## config.mk

```make
export PLATFORM = sky130hd
export DESIGN_NAME = irq_rr_arbiter
export DESIGN_NICKNAME = d
export VERILOG_FILES = /design/src/rtl/irq_arb_pkg.sv /design/src/rtl/rr_pick.sv /design/src/rtl/irq_rr_arbiter.sv
export SDC_FILE = /design/constraint.sdc
export NUM_CORES = 1
export LEC_CHECK = 0
export ABC_AREA = 1
export CAP_MARGIN = 20
export CELL_PAD_IN_SITES_DETAIL_PLACEMENT = 1
export CELL_PAD_IN_SITES_GLOBAL_PLACEMENT = 1
export CORE_ASPECT_RATIO = 0.75
export CORE_MARGIN = 3
export CORE_UTILIZATION = 30
export CTS_CLUSTER_SIZE = 12
export DETAILED_ROUTE_END_ITERATION = 8
export GPL_TIMING_DRIVEN = 0
export PLACE_DENSITY_LB_ADDON = 0.1
export SYNTH_ARGS = -nofsm -noshare
export SYNTH_HDL_FRONTEND = slang
export SYNTH_SLANG_ARGS = --single-unit
export TNS_END_PERCENT = 50
```

## constraint.sdc

```tcl
create_clock -name clk -period 6.6 [get_ports clk]
set_input_delay 1.98 -clock clk [delete_from_list [all_inputs] [get_ports clk]]
set_output_delay 1.98 -clock clk [all_outputs]
set_load 0.01 [all_outputs]
```

## src/rtl/irq_arb_pkg.sv

```systemverilog
// Shared defaults and FSM state type for the round-robin interrupt arbiter.
package irq_arb_pkg;

  localparam int unsigned NDefault    = 8;
  localparam int unsigned IdxWDefault = $clog2(NDefault);

  typedef enum logic [0:0] {
    StIdle,
    StHold
  } state_e;

endpackage

```

## src/rtl/rr_pick.sv

```systemverilog
// Combinational round-robin picker: first set bit of eligible at or above ptr, wrapping.
module rr_pick #(
  parameter int unsigned N     = 8,
  parameter int unsigned IDX_W = 3
) (
  input  logic [N-1:0]     eligible,
  input  logic [IDX_W-1:0] ptr,
  output logic [N-1:0]     win_onehot,
  output logic [IDX_W-1:0] win_idx,
  output logic             win_any
);

  logic [2*N-1:0]   dbl;
  logic [N-1:0]     rot;
  logic [IDX_W-1:0] off;

  always_comb begin
    // Rotate so ptr lands at bit 0, then the lowest set bit is the winner's offset.
    dbl = {eligible, eligible} >> ptr;
    rot = dbl[N-1:0];
    off = '0;
    for (int i = N - 1; i >= 0; i--) begin
      if (rot[i]) off = IDX_W'(i);
    end
    win_any    = |eligible;
    win_idx    = win_any ? ptr + off : '0;
    win_onehot = win_any ? ({{(N-1){1'b0}}, 1'b1} << win_idx) : '0;
  end

endmodule

```

## src/rtl/irq_rr_arbiter.sv

```systemverilog
// Edge-capturing interrupt arbiter: sticky pending bits, round-robin one-hot grant over valid/ready.
module irq_rr_arbiter
  import irq_arb_pkg::*;
#(
  parameter int unsigned N     = NDefault,
  parameter int unsigned IDX_W = $clog2(N)
) (
  input  logic             clk,
  input  logic             rst_n,
  input  logic [N-1:0]     req_in,
  input  logic [N-1:0]     mask_in,
  output logic [N-1:0]     gnt_onehot,
  output logic [IDX_W-1:0] gnt_idx,
  output logic             gnt_valid,
  input  logic             gnt_ready,
  output logic [N-1:0]     pending,
  output logic [N-1:0]     overrun,
  input  logic             overrun_clr
);

  state_e           state_q, state_d;
  logic [N-1:0]     req_q;
  logic [N-1:0]     pending_q, pending_d;
  logic [N-1:0]     overrun_q, overrun_d;
  logic [N-1:0]     gnt_onehot_q, gnt_onehot_d;
  logic [IDX_W-1:0] gnt_idx_q, gnt_idx_d;
  logic             gnt_valid_q, gnt_valid_d;
  logic [IDX_W-1:0] ptr_q, ptr_d;

  logic             accept;
  logic [N-1:0]     clr;
  logic [N-1:0]     rise;
  logic [N-1:0]     eligible;
  logic [N-1:0]     win_onehot;
  logic [IDX_W-1:0] win_idx;
  logic             win_any;

  always_comb begin
    accept    = gnt_valid_q & gnt_ready;
    clr       = accept ? gnt_onehot_q : '0;
    rise      = req_in & ~req_q;
    // The accepted line is excluded so it cannot be re-granted in its own accept cycle.
    eligible  = pending_q & ~mask_in & ~clr;
    ptr_d     = accept ? gnt_idx_q + IDX_W'(1) : ptr_q;
    pending_d = (pending_q & ~clr) | rise;
    overrun_d = (overrun_clr ? '0 : overrun_q) | (rise & pending_q & ~clr);
  end

  rr_pick #(
    .N     (N),
    .IDX_W (IDX_W)
  ) u_rr_pick (
    .eligible   (eligible),
    .ptr        (ptr_d),
    .win_onehot (win_onehot),
    .win_idx    (win_idx),
    .win_any    (win_any)
  );

  always_comb begin
    state_d      = state_q;
    gnt_onehot_d = gnt_onehot_q;
    gnt_idx_d    = gnt_idx_q;
    gnt_valid_d  = gnt_valid_q;
    unique case (state_q)
      StIdle: begin
        if (win_any) begin
          gnt_onehot_d = win_onehot;
          gnt_idx_d    = win_idx;
          gnt_valid_d  = 1'b1;
          state_d      = StHold;
        end
      end
      StHold: begin
        // Outputs stay frozen until accepted; masking the held line does not revoke it.
        if (accept) begin
          if (win_any) begin
            gnt_onehot_d = win_onehot;
            gnt_idx_d    = win_idx;
            gnt_valid_d  = 1'b1;
          end else begin
            gnt_onehot_d = '0;
            gnt_idx_d    = '0;
            gnt_valid_d  = 1'b0;
            state_d      = StIdle;
          end
        end
      end
      default: begin
        gnt_onehot_d = '0;
        gnt_idx_d    = '0;
        gnt_valid_d  = 1'b0;
        state_d      = StIdle;
      end
    endcase
  end

  always_ff @(posedge clk) begin
    if (!rst_n) begin
      state_q      <= StIdle;
      req_q        <= '0;
      pending_q    <= '0;
      overrun_q    <= '0;
      gnt_onehot_q <= '0;
      gnt_idx_q    <= '0;
      gnt_valid_q  <= 1'b0;
      ptr_q        <= '0;
    end else begin
      state_q      <= state_d;
      req_q        <= req_in;
      pending_q    <= pending_d;
      overrun_q    <= overrun_d;
      gnt_onehot_q <= gnt_onehot_d;
      gnt_idx_q    <= gnt_idx_d;
      gnt_valid_q  <= gnt_valid_d;
      ptr_q        <= ptr_d;
    end
  end

  assign gnt_onehot = gnt_onehot_q;
  assign gnt_idx    = gnt_idx_q;
  assign gnt_valid  = gnt_valid_q;
  assign pending    = pending_q;
  assign overrun    = overrun_q;

endmodule
```

==> results.cfg <==
[outcome]
outcome = complete, no violations

[sta]
setup_ws_ns = 1.49
fin_crit_ns = 5.11
worst_slew_pin_slew_ns = 0.743
skew_ns = 0.00315
fmax_ghz = 0.196
hold_violations = 0
relSlewSlack_pct = 50.5
rsz0062_at_grt = no
final.setup.tns_ns = 0
fin_crit_sh_pct = 77.4
setup_viol = 0
final_max_slew_viol_count = 0

[drt]
drt_pass1_iterations = 4
drtIter0Drc = 69
route.detailed.drc = 0
viasPerCell = 4.73
detail-route-antenna-nets = 0
drt_wl_total_um = 6900
via_count = 2223
detail_route.wl_per_cell_um = 14.7

[pwr]
combPwrFrac_pct = 42.1
powerDensity_nw_per_um2 = 301
switchingPower_w = 0.000346
power.leakage_nw = 1.29
sequentialPowerShare_pct = 33.0
p_clk_share_pct = 24.9
p_int_w = 0.000549
netSwitchingFraction_pct = 38.7
ir_drop_mv = 0.135

[floorplan]
design.core.area_sq_um = 7030
num_io_pins = 48
fp.dieH_um = 81.0
initial_utilization_pct = 32.0
chipWidth_um = 106
placementRows = 26
die_area_sq_um = 8590

[global_routing]
antenna_found_initial = 0
grt_max_degree = 13
gr-total-overflow = 0
grt_usage_pct = 17.4
grt_pass1_vias = 2237
grt_pass1_wl_um = 11700

[cells_and_area]
layout_common_cells = nand2_1 (82), clkdlybuf4s50_1 (47), dfxtp_1 (40), nand3_1 (35), inv_1 (32)
antenna_cells = 0
drive_above_1_share_pct = 16.7
final_common_cell = nand2_1
syn_to_final_growth_pct = 32.0
fin_nets = 394

[clock_network]
htree_levels = 2
path_clk_slew_ns = 0.08
cts_tree = yes
cts_setup_buffers = 0
cts_hold_buf = 0
clock_latency_ns = 0.29
cts_resized = 0
cts_sinks = 40
clockBufferDepth = 2
root_buffer = clkbuf_8
numCtsBuffers = 5

[placement]
routabilityCongestion = 0.747
io_buffer_count = 47
hpwl_um = 5410
dp_slack_ns = 1.22

[logic_synthesis]
synth_area_sq_um = 2250
ys_seq_elements = 40
syn-num-nets = 340
synth.distinct_cells = 29
avgSynthCellArea_sq_um = 7.10
ys_seq_area_share_pct = 35.6
syn_inst = 317
ys_warn_count = 0

[setup_path]
cp.arrival_ns = 5.33
start_kind = primary input
path_class = primary input to register
worst-endpoint-required_ns = 6.82
cp_max_fo = 10
end_kind = register

[hold_path]
hold_class = register to register

[job]
max_cap_viol_count = 0
-- flip-flops by register name (all words and copies together), names as in the netlist --
register	cells
state_q	1
gnt_idx	3
overrun	8
ptr_q	3
gnt_onehot	8
gnt_valid	1
pending	8
req_q	8
-- critical path: stages --
cell and delay [ns]:
clkdlybuf4s50_1 0.51, buf_6 0.20, nand3_2 0.15, nand2_1 0.18
nand2_1 0.10, nand3_1 0.13, nand2_1 0.06, nand2_1 0.07
nand2_2 0.09, a31oi_1 0.14, o21ai_0 0.09, nand2_1 0.06
a21boi_0 0.08, ha_1 0.21, fa_1 0.58, inv_1 0.09
nor3_1 0.30, o21ai_2 0.13, nor3_2 0.15
-- cells by family (layout without fill, tap and decap cells) --
group,count (synthesis),in the layout,share of synthesized area [%]
compound gates,38,38,10.2
simple gates,191,191,43.5
fa+ha+maj,3,3,2.00
buf+inv,43,98,7.95
xor+xnor,2,2,0.778
flops,40,40,35.6
-- final timing paths --
| kind | from | to | slack (ns) | depth (start not counted) |
|---|---|---|---|---|
| max reg2reg | gnt_idx[0] | gnt_onehot[2] | 3.11 | 15 |
| max | gnt_ready | gnt_onehot[2] | 1.49 | 19 |
| min | overrun[0] | overrun[0] | 0.47 | 2 |
| min reg2reg | overrun[0] | overrun[0] | 0.47 | 2 |
-- power by group through the flow --
stage | registers, W | clock network [W] | logic (W)
finish | 0.000295 | 0.000223 | 0.000377
global route | 0.000300 | 0.000245 | 0.000424
CTS | 0.000296 | 0.000232 | 0.000380
detailed placement | 0.000301 | 0 | 0.000377
global placement | 0.000301 | 0 | 0.000367
floorplan | 0.000306 | 0 | 0.000244
-- synth_stat cells --
library cell  number  share of area (%)
a21boi_0           1               0.33
inv_2              4               0.67
a21oi_2            3                1.2
xnor2_1            2               0.78
nor3_2             2               0.89
inv_4              1               0.28
nand3_2           11                4.9
fa_1               1               0.89
ha_1               2                1.1
nand2_4            4                2.0
nor3_1             1               0.22
nand3_4            3                2.3
nand3_1           35                7.8
a31oi_1            2               0.56
a21oi_4            1               0.72
nand2_1           82                 14
buf_6              2                1.0
dfxtp_1           40                 36
nand2_2           15                4.2
o21ai_0            5                1.1
o21ai_2            3                1.2
nor2_2             3               0.83
nor2_4             2                1.0
clkinv_1           1               0.17
a21oi_1           23                5.1
inv_1             32                5.3
nor2_1            31                5.2
nand4_1            2               0.56
clkbuf_1           3               0.50
-- through the flow --
| step | hold slack, ns | util, % | instance area [sq um] | power [W] | instances |
|---|---|---|---|---|---|
| 2_1_floorplan | 0.490 | - | 2250 | 0.000550 | 317 |
| 3_3_place_gp | 0.455 | 40.5 | 2840 | 0.000668 | 462 |
| 3_5_place_dp | 0.458 | 40.5 | 2840 | 0.000678 | 462 |
| 4_1_cts | 0.470 | 42.3 | 2970 | 0.000908 | 470 |
| 5_1_grt | 0.494 | 42.3 | 2970 | 0.000969 | 470 |
| 6_report | 0.467 | 42.3 | 2970 | 0.000895 | 470 |
-- routing by layer --
| layer | global-route usage, % | share of wire, % | up-vias |
|---|---|---|---|
| li1 | - | - | 1120 |
| met1 | 25.4 | 54 | 1051 |
| met2 | 26.8 | 41 | 47 |
| met3 | 3.34 | 3.8 | 5 |
| met4 | 3.10 | 0.61 | 0 |
| met5 | 0 | 0 | - |
-- area by class of cell --
cell class | count | area [sq um]
Clock inverter | 1 | 30.0
Clock buffer | 7 | 96.3
Inverter | 38 | 145
Buffer | 5 | 33.8
Tap cell | 98 | 123
Sequential cell | 40 | 801
Timing Repair Buffer | 47 | 470
Fill cell | 926 | 4060
Multi-Input combinational cell | 234 | 1270
(Power assumes the default switching activity.)
